[src/rtl/nn_pkg.sv]
// Shared types for the dense output layer and the downstream select_max block.
// Q8.8 data, 32-bit products, 40-bit accumulator, and the layer sequencer states.
package nn_pkg;

  localparam int DATA_W        = 16;
  localparam int PROD_W        = 32;
  localparam int ACC_W         = 40;
  localparam int FRAC_BITS_DEF = 8;

  typedef logic signed [DATA_W-1:0] data_t;
  typedef logic signed [PROD_W-1:0] prod_t;
  typedef logic signed [ACC_W-1:0]  acc_t;

  typedef enum logic [2:0] {
    ST_IDLE,
    ST_BIAS,
    ST_MAC,
    ST_WRITE,
    ST_DONE
  } state_t;

endpackage

[src/rtl/mac_unit.sv]
// Multiply-accumulate datapath for one neuron at a time.
// load_bias seeds the accumulator with the bias scaled into product format;
// acc_en adds w_data*act. result is the narrowed (acc + current product) >>> FRAC_BITS,
// valid combinationally in the cycle that adds the final product.
// Build option: OUT_SATURATION_EN clamps the narrowed result to the 16-bit range;
// without it the low 16 bits are kept (two's-complement wrap).
module mac_unit
  import nn_pkg::*;
#(
  parameter int FRAC_BITS = FRAC_BITS_DEF
) (
  input  logic              clk,
  input  logic              reset,
  input  logic              load_bias,
  input  logic              acc_en,
  input  logic [DATA_W-1:0] w_data,
  input  logic [DATA_W-1:0] act,
  output logic [DATA_W-1:0] result
);

  localparam acc_t SAT_MAX = acc_t'(32767);
  localparam acc_t SAT_MIN = -acc_t'(32768);

  data_t w_s;
  data_t a_s;
  prod_t prod;
  acc_t  sum;
  acc_t  shifted;
  acc_t  acc_d;
  acc_t  acc_q;

  // Product, running sum and the scaled-back value used for the output write.
  always_comb begin
    w_s     = data_t'(w_data);
    a_s     = data_t'(act);
    prod    = prod_t'(w_s) * prod_t'(a_s);
    sum     = acc_q + acc_t'(prod);
    shifted = sum >>> FRAC_BITS;
    acc_d   = acc_q;
    if (load_bias) begin
      acc_d = acc_t'(w_s) <<< FRAC_BITS;
    end else if (acc_en) begin
      acc_d = sum;
    end
  end

`ifdef OUT_SATURATION_EN
  // Clamp to the representable Q8.8 range.
  always_comb begin
    if (shifted > SAT_MAX) begin
      result = 16'h7FFF;
    end else if (shifted < SAT_MIN) begin
      result = 16'h8000;
    end else begin
      result = shifted[DATA_W-1:0];
    end
  end
`else
  // Upper bits are intentionally discarded by the wrapping narrow.
  logic unused_hi;
  assign unused_hi = ^shifted[ACC_W-1:DATA_W] ^ ^SAT_MAX ^ ^SAT_MIN;

  // Keep the low 16 bits.
  always_comb begin
    result = shifted[DATA_W-1:0];
  end
`endif

  // Accumulator register.
  always_ff @(posedge clk or negedge reset) begin
    if (!reset) begin
      acc_q <= '0;
    end else begin
      acc_q <= acc_d;
    end
  end

endmodule

[src/rtl/dense_output_layer.sv]
// Fully connected output layer: N_OUT neurons, N_IN Q8.8 inputs each, weights and
// biases fetched from an external ROM with one cycle read latency.
// Build option: OUT_SATURATION_EN (handled inside mac_unit) selects saturating
// instead of wrapping narrowing of each neuron result.
//
// state    | meaning
// ST_IDLE  | waiting for enable; inputs latched on the start edge
// ST_BIAS  | bias address of neuron n on w_addr
// ST_MAC   | N_IN cycles; cycle k drives weight k, consumes data fetched in cycle k-1
// ST_WRITE | last product added, result written to out_data[n]
// ST_DONE  | layer_done high, outputs held; leaves once enable is low
module dense_output_layer
  import nn_pkg::*;
#(
  parameter int N_IN      = 32,
  parameter int N_OUT     = 10,
  parameter int FRAC_BITS = FRAC_BITS_DEF,
  localparam int AW       = $clog2(N_OUT * (N_IN + 1))
) (
  input  logic                    clk,
  input  logic                    reset,
  input  logic                    enable,
  input  logic [DATA_W*N_IN-1:0]  in_data,
  output logic [AW-1:0]           w_addr,
  input  logic [DATA_W-1:0]       w_data,
  output logic [DATA_W*N_OUT-1:0] out_data,
  output logic                    layer_done
);

  // in_data / out_data element i lives at bits [DATA_W*i +: DATA_W].
  localparam int NW  = (N_OUT > 1) ? $clog2(N_OUT) : 1;
  localparam int KW  = $clog2(N_IN + 1);
  localparam int AIW = (N_IN > 1) ? $clog2(N_IN) : 1;

  state_t          state_q, state_d;
  logic [NW-1:0]   n_q, n_d;
  logic [KW-1:0]   k_q, k_d;
  logic [AW-1:0]   base_q, base_d;
  logic [AW-1:0]   w_addr_q, w_addr_d;
  logic            done_q, done_d;
  data_t           act_q [N_IN];
  data_t           act_d [N_IN];
  data_t           out_q [N_OUT];
  data_t           out_d [N_OUT];

  logic              mac_load;
  logic              mac_acc;
  logic [AIW-1:0]    act_idx;
  logic [DATA_W-1:0] act_sel;
  logic [DATA_W-1:0] mac_result;

  // Activation paired with the weight arriving this cycle (fetched one cycle ago).
  always_comb begin
    act_idx = AIW'(k_q - KW'(1));
    act_sel = (k_q == '0) ? '0 : act_q[act_idx];
  end

  // Sequencer next-state, counters and ROM address generation.
  always_comb begin
    state_d  = state_q;
    n_d      = n_q;
    k_d      = k_q;
    base_d   = base_q;
    w_addr_d = w_addr_q;
    done_d   = done_q;
    act_d    = act_q;
    out_d    = out_q;
    mac_load = 1'b0;
    mac_acc  = 1'b0;
    case (state_q)
      ST_IDLE: begin
        if (enable) begin
          state_d  = ST_BIAS;
          n_d      = '0;
          k_d      = '0;
          base_d   = '0;
          w_addr_d = AW'(N_IN);
          for (int i = 0; i < N_IN; i++) begin
            act_d[i] = data_t'(in_data[DATA_W*i +: DATA_W]);
          end
        end
      end
      ST_BIAS: begin
        state_d  = ST_MAC;
        k_d      = '0;
        w_addr_d = base_q;
      end
      ST_MAC: begin
        if (k_q == '0) begin
          mac_load = 1'b1;
        end else begin
          mac_acc = 1'b1;
        end
        if (k_q == KW'(N_IN - 1)) begin
          state_d = ST_WRITE;
          k_d     = KW'(N_IN);
        end else begin
          k_d      = k_q + KW'(1);
          w_addr_d = base_q + AW'(k_q) + AW'(1);
        end
      end
      ST_WRITE: begin
        mac_acc    = 1'b1;
        out_d[n_q] = data_t'(mac_result);
        if (n_q == NW'(N_OUT - 1)) begin
          state_d = ST_DONE;
        end else begin
          state_d  = ST_BIAS;
          n_d      = n_q + NW'(1);
          base_d   = base_q + AW'(N_IN + 1);
          w_addr_d = base_d + AW'(N_IN);
        end
      end
      ST_DONE: begin
        // layer_done must be seen high for at least one cycle before leaving.
        if (done_q && !enable) begin
          state_d = ST_IDLE;
          done_d  = 1'b0;
        end else begin
          done_d = 1'b1;
        end
      end
      default: begin
        state_d = ST_IDLE;
        done_d  = 1'b0;
      end
    endcase
  end

  // State, counter, input latch and output registers.
  always_ff @(posedge clk or negedge reset) begin
    if (!reset) begin
      state_q  <= ST_IDLE;
      n_q      <= '0;
      k_q      <= '0;
      base_q   <= '0;
      w_addr_q <= '0;
      done_q   <= 1'b0;
      for (int i = 0; i < N_IN; i++) begin
        act_q[i] <= '0;
      end
      for (int i = 0; i < N_OUT; i++) begin
        out_q[i] <= '0;
      end
    end else begin
      state_q  <= state_d;
      n_q      <= n_d;
      k_q      <= k_d;
      base_q   <= base_d;
      w_addr_q <= w_addr_d;
      done_q   <= done_d;
      act_q    <= act_d;
      out_q    <= out_d;
    end
  end

  mac_unit #(
    .FRAC_BITS (FRAC_BITS)
  ) u_mac (
    .clk       (clk),
    .reset     (reset),
    .load_bias (mac_load),
    .acc_en    (mac_acc),
    .w_data    (w_data),
    .act       (act_sel),
    .result    (mac_result)
  );

  // Flatten the result registers onto the output bus.
  always_comb begin
    out_data = '0;
    for (int i = 0; i < N_OUT; i++) begin
      out_data[DATA_W*i +: DATA_W] = out_q[i];
    end
  end

  assign w_addr     = w_addr_q;
  assign layer_done = done_q;

endmodule

[config.mk]
export PLATFORM = sky130hd
export DESIGN_NAME = dense_output_layer
export DESIGN_NICKNAME = d
export VERILOG_FILES = /design/src/rtl/nn_pkg.sv /design/src/rtl/mac_unit.sv /design/src/rtl/dense_output_layer.sv
export SDC_FILE = /design/constraint.sdc
export NUM_CORES = 2
export LEC_CHECK = 0
export ABC_CLOCK_PERIOD_IN_PS = 14750
export CAP_MARGIN = 20
export CORE_MARGIN = 10
export CORE_UTILIZATION = 45
export DETAILED_ROUTE_END_ITERATION = 16
export PLACE_DENSITY = 0.81
export SLEW_MARGIN = 20
export SYNTH_ARGS = -nofsm -noshare
export SYNTH_HDL_FRONTEND = slang
export SYNTH_SLANG_ARGS = --single-unit
[constraint.sdc]
create_clock -name clk -period 14.75 [get_ports clk]
set_input_delay 3.6875 -clock clk [delete_from_list [all_inputs] [get_ports clk]]
set_output_delay 3.6875 -clock clk [all_outputs]
set_load 0.02 [all_outputs]
==> results.toml <==
[synth]
yosys.area_share.simple = 0.0631
synth_top_family_by_area = "multiplexers"
ys_warn_count = 0
synth_mux_area_frac = 0.249
synth-async-reset-ratio = 1.00
synth.cells.most_frequent = "dfrtp_1, mux2_2, nand2_1"
synth_top_area_share = 0.451
syn_inst = 3154
syn_nets = 3991
yosys.area.top_type = "dfrtp_1"
synth_flop_cell = "dfrtp_1"
synth_xor_area_frac = 0.0141
yosysMostFrequentCell = "dfrtp_1"
synthDistinctLibCells = 62
avgSynthCellArea_um2 = 12.8
ys_ff_latch = 728
synth_compound_area_frac = 0.0406
synthAdderAreaFrac = 0.134
synth_edf_count = 0
synthTopCellsByArea = "dfrtp_1, mux2_2, fa_1, mux4_2, ha_1"
ys_seq_area_frac = 0.451
synth_area_um2 = 40400

[clock_network]
clock_path_buffers = 3
htreeDepth = 3
cts_tree = "done"
clock-sinks = 728
postCtsSetupRepairBufs = 0
cts_buffers = 81
hold_buffers = 0
clkLatencyLatePin_ns = 0.68
clk_pin_slew_ns = 0.07
cts_resized = 0
root_buffer = "clkbuf_16"

[detailed_routing]
first_pass_iters = 8
via_per_inst = 5.47
routedWlPerCell_um = 25.0
route.detailed.drc = 0
vias = 27600
first_iter_violations = 1870
drtAntennaViolNets = 0
drt_wl_total_um = 126000

[finish]
nets = 4620
drive_above_1_share = 0.242
nFillCells = 6894
syn2layout_area_growth_pct = 27.1
final_area_um2 = 51400

[grt]
grt-ovfl-total = 0
grt_pass1_vias = 29800
antenna_found_initial = 62
grt_pass1_wl_um = 190000
gr-usage-all-layers = 0.246
grt_max_degree = 177

[sta]
skew_ns = 0.0326
setup_viol = 0
finalHoldViolCount = 0
max_freq_mhz = 94.8
grt_setup_unrepaired = "no"
final_max_slew_viol_count = 0
tns_ns = 0
finalCritPeriodShare = 0.715
tightest_slew_ns = 1.21
min_period_ns = 10.55
max_slew_margin = 0.190

[min_path]
worstHoldStart = "out_data[106]$_DFFE_PN0P_"
min-delay-path-class = "flop to flop"
holdPathStages = 2
worstHoldEndpoint = "out_data[106]$_DFFE_PN0P_"

[placement]
gp_congestion = 0.883
dp_hpwl_um = 95500
io_buffers = 700
dpl_cell_area_um2 = 48500

[floorplanning]
placementRows = 109
die_w_um = 320
fp.coreArea_um2 = 88800
io_pins = 701
initial_core_util = 0.455
dieArea_um2 = 102000
die_h_um = 320

[flow_run]
cap_violations = 0

[worst_setup_path]
crit_fanout = 38
worstReg2RegStart = "k_q[0]$_DFFE_PN0P_"
slowest_stage = "ha_4"
max_stage_delay_ns = 0.78
r2r-end = "u_mac.acc_q[22]$_DFFE_PN0P_"
start_kind = "flop"
worst_path_most_repeated_cell = "fa_1"
rrSetupSlack_ns = 4.20
crit_required_ns = 15.35
reg2regPathDepth = 30
critPathKind = "flop to flop"
end_kind = "flop"
crit_arrival_ns = 11.14

[status]
run_status = "finished, final reports clean"
-- critical path: cells and delay by family (launching register included) --
kind,cells,cell delay (ns)
compound gates,7,1.67
xor+xnor,1,0.68
fa+ha+maj,8,3.68
buf+inv,6,1.85
flops,1,0.75
mux,1,0.57
simple gates,7,1.16
-- through the flow --
stage | setup WS (ns) | util | hold slack, ns | cells
finish | 4.20 | 0.579 | 0.479 | 5041
floorplan | 4.32 | - | 0.455 | 3154
global placement | 3.92 | 0.545 | 0.461 | 4864
detailed placement | 3.71 | 0.546 | 0.468 | 4865
global route | 3.52 | 0.578 | 0.498 | 5034
CTS | 4.18 | 0.577 | 0.481 | 5010
-- cell type report --
cell class	instances	area (um2)	area share
multi-input combinational	1932	20300	0.396
inverter	306	1150	0.0224
timing repair buffer	734	7340	0.143
clock buffer	111	2340	0.0456
clock inverter	34	452	0.00879
sequential	728	18200	0.355
antenna	31	77.6	0.00151
tap	1165	1460	0.0284
-- per-layer routing --
metal	track usage	wire, um	up-vias
li1	-	-	12000
met1	0.276	45900	14200
met2	0.427	64600	967
met3	0.0775	9960	295
met4	0.104	5100	66
met5	0	454	-
-- worst max-delay path by stage --
stage / start / to / slack, ns / depth (start not counted)
detailed placement: w_data[7] / u_mac.acc_q[22]$_DFFE_PN0P_ / 3.71 / 24
finish: k_q[0]$_DFFE_PN0P_ / u_mac.acc_q[22]$_DFFE_PN0P_ / 4.20 / 30
CTS: k_q[0]$_DFFE_PN0P_ / u_mac.acc_q[22]$_DFFE_PN0P_ / 4.18 / 30
floorplan: k_q[0]$_DFFE_PN0P_ / out_data[110]$_DFFE_PN0P_ / 4.32 / 43
global placement: w_data[7] / out_data[142]$_DFFE_PN0P_ / 3.92 / 23
global route: k_q[0]$_DFFE_PN0P_ / u_mac.acc_q[22]$_DFFE_PN0P_ / 3.52 / 30
-- layout by cell type (no fill, tap or decap), types with 18 or more instances in the layout --
cell / count
mux2_2: 575
and2_1: 120
fa_1: 210
dfrtp_1: 727
nor2_1: 48
clkbuf_8: 18
diode_2: 31
buf_4: 28
xnor2_1: 32
nand2_1: 310
ha_1: 95
a21oi_1: 44
clkbuf_16: 82
inv_1: 306
clkdlybuf4s50_1: 699
mux4_2: 150
nand3_1: 18
o21ai_0: 141
-- cell families (layout without fill, tap and decap cells) --
family / after synthesis / count (layout)
DFF: 728 / 728
and+or+nand+nor: 549 / 549
other: 0 / 31
AOI/OAI and AO/OA: 276 / 276
buffers and inverters: 494 / 1185
adders and majority gates: 306 / 306
muxes: 743 / 743
xor gates and xnor gates: 58 / 58
-- state kept, by name, summed over array words and instances, names as in the netlist --
name / count
act_q: 512
base_q: 9
k_q: 6
layer_done: 1
n_q: 4
out_data: 160
state_q: 3
u_mac.acc_q: 24
w_addr: 9
Power is not shown: default switching activity piles up to over one toggle a cycle in this logic, so the estimate is an artifact.
